--- src/rtl/accel_pkg.sv ---
// accel_pkg
// Definitions shared by the convolution control unit and the weight-BRAM
// reader: the step encoding used for base-address updates, the default BRAM
// read latency, and the weight-BRAM address type.
package accel_pkg;

  localparam int ADDR_W               = 12;
  localparam int READ_LATENCY_DEFAULT = 2;

  typedef logic [ADDR_W-1:0] bram_addr_t;

  typedef enum logic [1:0] {
    STEP_NONE = 2'd0,
    STEP_1    = 2'd1,
    STEP_2    = 2'd2
  } step_e;

endpackage

--- src/rtl/bram_rd_valid_tracker.sv ---
// bram_rd_valid_tracker
// Counts the cycles since the BRAM address last changed. Valid goes high once
// the read data has had READ_LATENCY cycles to settle.
// Ports:
//   clk     in   single clock
//   rst     in   synchronous, active-high reset
//   restart in   address changed this cycle; start counting from 0
//   valid   out  BRAM data matches the current address
module bram_rd_valid_tracker #(
  parameter int READ_LATENCY = 2
) (
  input  logic clk,
  input  logic rst,
  input  logic restart,
  output logic valid
);

  localparam logic [2:0] LAT_MAX = 3'(READ_LATENCY);

  logic [2:0] lat_cnt_q, lat_cnt_d;

  always_comb begin
    lat_cnt_d = lat_cnt_q;
    if (restart) begin
      lat_cnt_d = '0;
    end else if (lat_cnt_q != LAT_MAX) begin
      lat_cnt_d = lat_cnt_q + 3'd1;
    end
  end

  always_ff @(posedge clk) begin
    if (rst) begin
      lat_cnt_q <= '0;
    end else begin
      lat_cnt_q <= lat_cnt_d;
    end
  end

  assign valid = (lat_cnt_q == LAT_MAX);

endmodule

--- src/rtl/weight_bram_reader.sv ---
// weight_bram_reader
// Turns control-unit step commands into dual-port weight-BRAM read addresses,
// tracks read latency and returns the selected weight word with a valid flag.
// Optional feature (macro WGT_ADDR_LIMIT_EN): sticky overflow flag when an
// accepted step lands past addr_limit.
// Ports:
//   clk, rst                  clock, synchronous active-high reset
//   address_reset             base <= 0 (highest priority)
//   bram_control_add1/add2    step base by 1/2, honoured only while valid
//   bram_port_sel             0: port A data, 1: port B data
//   bram_addr_a/bram_addr_b   base / base+1 (wrapping)
//   bram_en                   read enable for both ports
//   bram_dout_a/bram_dout_b   BRAM read data
//   weight_data               muxed weight word
//   weight_from_bram_valid    weight_data belongs to current base
//   addr_limit/addr_overflow  only with WGT_ADDR_LIMIT_EN
module weight_bram_reader
  import accel_pkg::*;
#(
  parameter int BRAM_ADDRESS_WIDTH = ADDR_W,
  parameter int BRAM_DATA_WIDTH    = 32,
  parameter int READ_LATENCY       = READ_LATENCY_DEFAULT
) (
  input  logic                          clk,
  input  logic                          rst,
  input  logic                          address_reset,
  input  logic                          bram_control_add1,
  input  logic                          bram_control_add2,
  input  logic                          bram_port_sel,
  output logic [BRAM_ADDRESS_WIDTH-1:0] bram_addr_a,
  output logic [BRAM_ADDRESS_WIDTH-1:0] bram_addr_b,
  output logic                          bram_en,
  input  logic [BRAM_DATA_WIDTH-1:0]    bram_dout_a,
  input  logic [BRAM_DATA_WIDTH-1:0]    bram_dout_b,
`ifdef WGT_ADDR_LIMIT_EN
  input  logic [BRAM_ADDRESS_WIDTH-1:0] addr_limit,
  output logic                          addr_overflow,
`endif
  output logic [BRAM_DATA_WIDTH-1:0]    weight_data,
  output logic                          weight_from_bram_valid
);

  logic [BRAM_ADDRESS_WIDTH-1:0] base_q, base_d;
  step_e                         step;
  logic                          valid;
  logic                          restart;

  // Adds are consumer acknowledgements: only honoured once data is valid,
  // so a held add advances once per latency window. add2 beats add1.
  always_comb begin
    step = STEP_NONE;
    if (!address_reset && valid) begin
      if (bram_control_add2) begin
        step = STEP_2;
      end else if (bram_control_add1) begin
        step = STEP_1;
      end
    end
  end

  always_comb begin
    base_d = base_q + BRAM_ADDRESS_WIDTH'(step);
    if (address_reset) begin
      base_d = '0;
    end
  end

  // address_reset restarts the latency count even when base is already 0.
  assign restart = address_reset || (step != STEP_NONE);

  always_ff @(posedge clk) begin
    if (rst) begin
      base_q <= '0;
    end else begin
      base_q <= base_d;
    end
  end

  bram_rd_valid_tracker #(
    .READ_LATENCY(READ_LATENCY)
  ) u_valid_tracker (
    .clk    (clk),
    .rst    (rst),
    .restart(restart),
    .valid  (valid)
  );

`ifdef WGT_ADDR_LIMIT_EN
  localparam int WIDE_W = BRAM_ADDRESS_WIDTH + 1;

  logic [WIDE_W-1:0] step_sum;
  logic              ovf_q, ovf_d;

  // Compare the pre-wrap sum so a step past the top of memory is caught.
  assign step_sum = {1'b0, base_q} + WIDE_W'(step);

  always_comb begin
    ovf_d = ovf_q;
    if (address_reset) begin
      ovf_d = 1'b0;
    end else if ((step != STEP_NONE) && (step_sum > {1'b0, addr_limit})) begin
      ovf_d = 1'b1;
    end
  end

  always_ff @(posedge clk) begin
    if (rst) begin
      ovf_q <= 1'b0;
    end else begin
      ovf_q <= ovf_d;
    end
  end

  assign addr_overflow = ovf_q;
`endif

  assign bram_addr_a            = base_q;
  assign bram_addr_b            = base_q + 1'b1;
  assign bram_en                = !rst;
  assign weight_data            = bram_port_sel ? bram_dout_b : bram_dout_a;
  assign weight_from_bram_valid = valid;

endmodule

--- config.mk ---
export PLATFORM = sky130hd
export DESIGN_NAME = weight_bram_reader
export DESIGN_NICKNAME = d
export VERILOG_FILES = /design/src/rtl/accel_pkg.sv /design/src/rtl/bram_rd_valid_tracker.sv /design/src/rtl/weight_bram_reader.sv
export SDC_FILE = /design/constraint.sdc
export NUM_CORES = 1
export LEC_CHECK = 0
export CAP_MARGIN = 20
export CORE_AREA = 2 2 69 71
export DETAILED_ROUTE_END_ITERATION = 7
export DIE_AREA = 0 0 71 73
export GPL_ROUTABILITY_DRIVEN = 0
export HOLD_SLACK_MARGIN = 0.03
export PLACE_DENSITY_LB_ADDON = 0.05
export SYNTH_ARGS = -nofsm -noshare
export SYNTH_HDL_FRONTEND = slang
export SYNTH_SLANG_ARGS = --single-unit
--- constraint.sdc ---
create_clock -name clk -period 3.1 [get_ports clk]
set_clock_uncertainty 0.2 [all_clocks]
set_input_delay 0.31 -clock clk [delete_from_list [all_inputs] [get_ports clk]]
set_output_delay 0.31 -clock clk [all_outputs]
set_load 0.1 [all_outputs]
==> flow_summary.ini <==
[status]
status = finished clean

[sta]
setup-tns-final_ns = 0
timing.fmax_mhz = 352
period_needed_ns = 2.84
max_slew_margin_pct = 62.3
slew_violations = 0
tightest_slew_ns = 0.565
hold_viol = 0
setup_viol = 0
post-route-period-util_pct = 91.8
rsz0062_at_grt = false

[die]
initial_core_util_pct = 28.4
fp.dieW_um = 71
coreArea_mm2 = 0.00454
rows = 25
num_io_pins = 128
die_h_um = 73
design.die.area_mm2 = 0.00518

[clock_network]
cts_setup_buffers = 0
clk_path_buf_depth = 2
cts-buffers-inserted = 3
clock-sinks = 15
h-tree-depth = 1
post_cts_resized = 0
cts_tree = yes
postCtsHoldBufs = 0
root_buffer = clkbuf_8
insertion_delay_ns = 0.25
path_clk_slew_ns = 0.06

[route]
antenna_left = 0
firstDrtPassIters = 4
drc = 0
wl_mm = 5.12
vias_per_cell = 4.90
drt_iter0_markers = 68
routedWlPerCell_um = 15.7
vias = 1598

[power]
power-per-cell-area_mw_per_mm2 = 303
vdd_ir_drop_max_uv = 170
p_leak_nw = 1.23

[logic_synthesis]
synth_async_sr_flop_share_pct = 0
syn-num-nets = 222
synth_compound_area_share_pct = 7.39
yosys_warnings = 0
yosysSeqAreaShare_pct = 23.3
synth.area.mux_share_pct = 29.6
synth-edff-count = 0
synth_flop_cell = dfxtp_1
syn-cell-area_mm2 = 0.00129
synth_cell_type_count = 31
synth-xor-area-share_pct = 7.49
synth-simple-area-share_pct = 21.3
synth_adder_area_share_pct = 6.42
synth_cells = 146
avgSynthCellArea_um2 = 8.81
synth_top_family_by_area = multiplexers
ys_ff_latch = 15

[final_layout]
areaGrowthSynthToFinish_pct = 133
num_antenna_cells = 0
final_cells = 326
layout.nets = 349
drive_gt1_share_pct = 34.2
fill_cells = 367

[worst_setup_path]
reg2reg_depth = 10
rrSetupSlack_ns = 0.26
cp.required_ns = 3.07
cp_max_fo = 7
start_kind = flip-flop
timing.rr.end = bram_addr_a[8]
crit_type = reg -> reg
worstPathArrival_ns = 2.82
end_kind = flip-flop
r2r_start = u_valid_tracker.lat_cnt_q[0]

[global_routing]
grtUsageTotal_pct = 20.3
grt_pass1_wl_mm = 8.11
grt-ovfl-total = 0
grt_max_degree = 33
antenna_found_initial = 0
grt_pass1_vias = 1658

[flow_run]
drv_cap = 0

[worst_hold_path]
hold_class = reg -> reg
min_from = u_valid_tracker.lat_cnt_q[0]
hold_path_depth = 2
holdPathEnd = u_valid_tracker.lat_cnt_q[0]

[placement]
port-buffer-count = 127
dp_hpwl_mm = 4.51
dp_cells = 322
per-stage QoR:
| stage | util (%) | hold WS (ns) | setup slack, ns | cell area, µm² | power [mW] |
|---|---|---|---|---|---|
| after global placement | 65.1 | 0.272 | 0.214 | 2950 | 0.758 |
| after detailed placement | 65.1 | 0.285 | 0.112 | 2950 | 0.760 |
| after CTS | 66.1 | 0.293 | 0.242 | 3000 | 0.918 |
| after global routing | 66.1 | 0.319 | 0.0240 | 3000 | 0.939 |
| after floorplan | - | 0.261 | -0.461 | 1380 | 0.506 |
| final | 66.1 | 0.288 | 0.255 | 3000 | 0.910 |
report_power, final:
part           switching (mW)  leakage, nW  internal [mW]
clock network          0.0658       0.0228         0.0910
logic                   0.326         1.08          0.232
registers             0.00116        0.121          0.194
layout make-up:
cell class / count / area [µm²] / area share, %
multi-input cells: 117 / 1020 / 34.1
clock buffers: 4 / 45.0 / 1.50
flip-flops and latches: 15 / 300 / 10.0
repair buffers: 128 / 1530 / 51.1
well taps: 54 / 67.6 / 2.25
inverters: 8 / 30.0 / 1.00
critical path, cell delays in order, from the launching register on:
cell and delay (ns):
dfxtp_1 0.32, inv_1 0.07, ha_1 0.16, nand2b_1 0.13, nor4b_1 0.35, ha_1 0.23
inv_1 0.06, fa_1 0.42, nand2b_1 0.25, or4_1 0.43, a21oi_1 0.16
worst max path at each step:
stage,startpoint,cells after the start,slack (ns),to
6_report,u_valid_tracker.lat_cnt_q[0],10,0.26,bram_addr_a[8]
5_1_grt,u_valid_tracker.lat_cnt_q[0],10,0.02,bram_addr_a[8]
4_1_cts,u_valid_tracker.lat_cnt_q[0],10,0.24,bram_addr_a[8]
3_5_place_dp,address_reset,8,0.11,bram_addr_a[8]
3_3_place_gp,address_reset,8,0.21,bram_addr_a[8]
2_1_floorplan,bram_addr_a[2],2,-0.46,bram_addr_b[3]
placed cells by master (no fill, tap or decap), types with 2 or more instances in the layout:
| cell | Yosys | final |
|---|---|---|
| nor2_1 | 9 | 9 |
| nand2_1 | 8 | 8 |
| xor2_2 | 0 | 4 |
| xor2_1 | 9 | 2 |
| a21oi_1 | 11 | 11 |
| buf_4 | 0 | 27 |
| mux2_1 | 12 | 12 |
| or3_1 | 4 | 4 |
| ha_1 | 5 | 5 |
| nor3_1 | 4 | 4 |
| or4_1 | 4 | 4 |
| xor2_4 | 0 | 3 |
| buf_12 | 0 | 32 |
| nor4_1 | 2 | 2 |
| nand3_1 | 4 | 4 |
| and2_1 | 3 | 3 |
| clkbuf_8 | 0 | 3 |
| clkdlybuf4s50_1 | 0 | 69 |
| mux2_2 | 20 | 20 |
| nand4_1 | 2 | 2 |
| inv_1 | 7 | 7 |
| o31ai_1 | 4 | 4 |
| dfxtp_1 | 15 | 15 |
| nand2b_1 | 3 | 3 |
| mux2i_1 | 2 | 2 |
| o21ai_0 | 2 | 2 |
per-layer routing:
| metal | vias to the layer above | global-route usage (%) | share of wire [%] |
|---|---|---|---|
| met4 | 0 | 7.34 | 2.9 |
| met3 | 12 | 6.91 | 9.4 |
| met5 | - | 0 | 0 |
| li1 | 773 | - | - |
| met2 | 81 | 36.1 | 50 |
| met1 | 732 | 22.7 | 38 |
sequential cells by signal, indices dropped and copies added, names as in the netlist:
signal	count
u_valid_tracker.lat_cnt_q	3
bram_addr_a	12
synthesized netlist by cell type, types with 2 or more instances:
master	instances	share of area [%]
nand2_1	8	2.3
mux2_2	20	18
xnor2_1	2	1.4
clkbuf_1	2	0.58
ha_1	5	4.9
nand3_1	4	1.6
nor4_1	2	0.97
nand4_1	2	0.97
nor3_1	4	1.6
o31ai_1	4	2.3
o21ai_0	2	0.78
nor2_1	9	2.6
inv_1	7	2.0
nand2b_1	3	1.5
mux2_1	12	11
xor2_1	9	6.1
dfxtp_1	15	23
or3_1	4	1.9
and2_1	3	1.5
a21oi_1	11	4.3
or4_1	4	2.3
buf_2	4	1.6
mux2i_1	2	1.6
logic make-up (layout without fill, tap and decap cells):
logic type      after synthesis  in the layout
mux                          34             34
flops                        15             15
compound gates               17             17
xor+xnor                     11             11
simple gates                 49             49
buf+inv                      14            140
fa+ha+maj                     6              6
No activity file was read; power rests on OpenSTA's default activity.
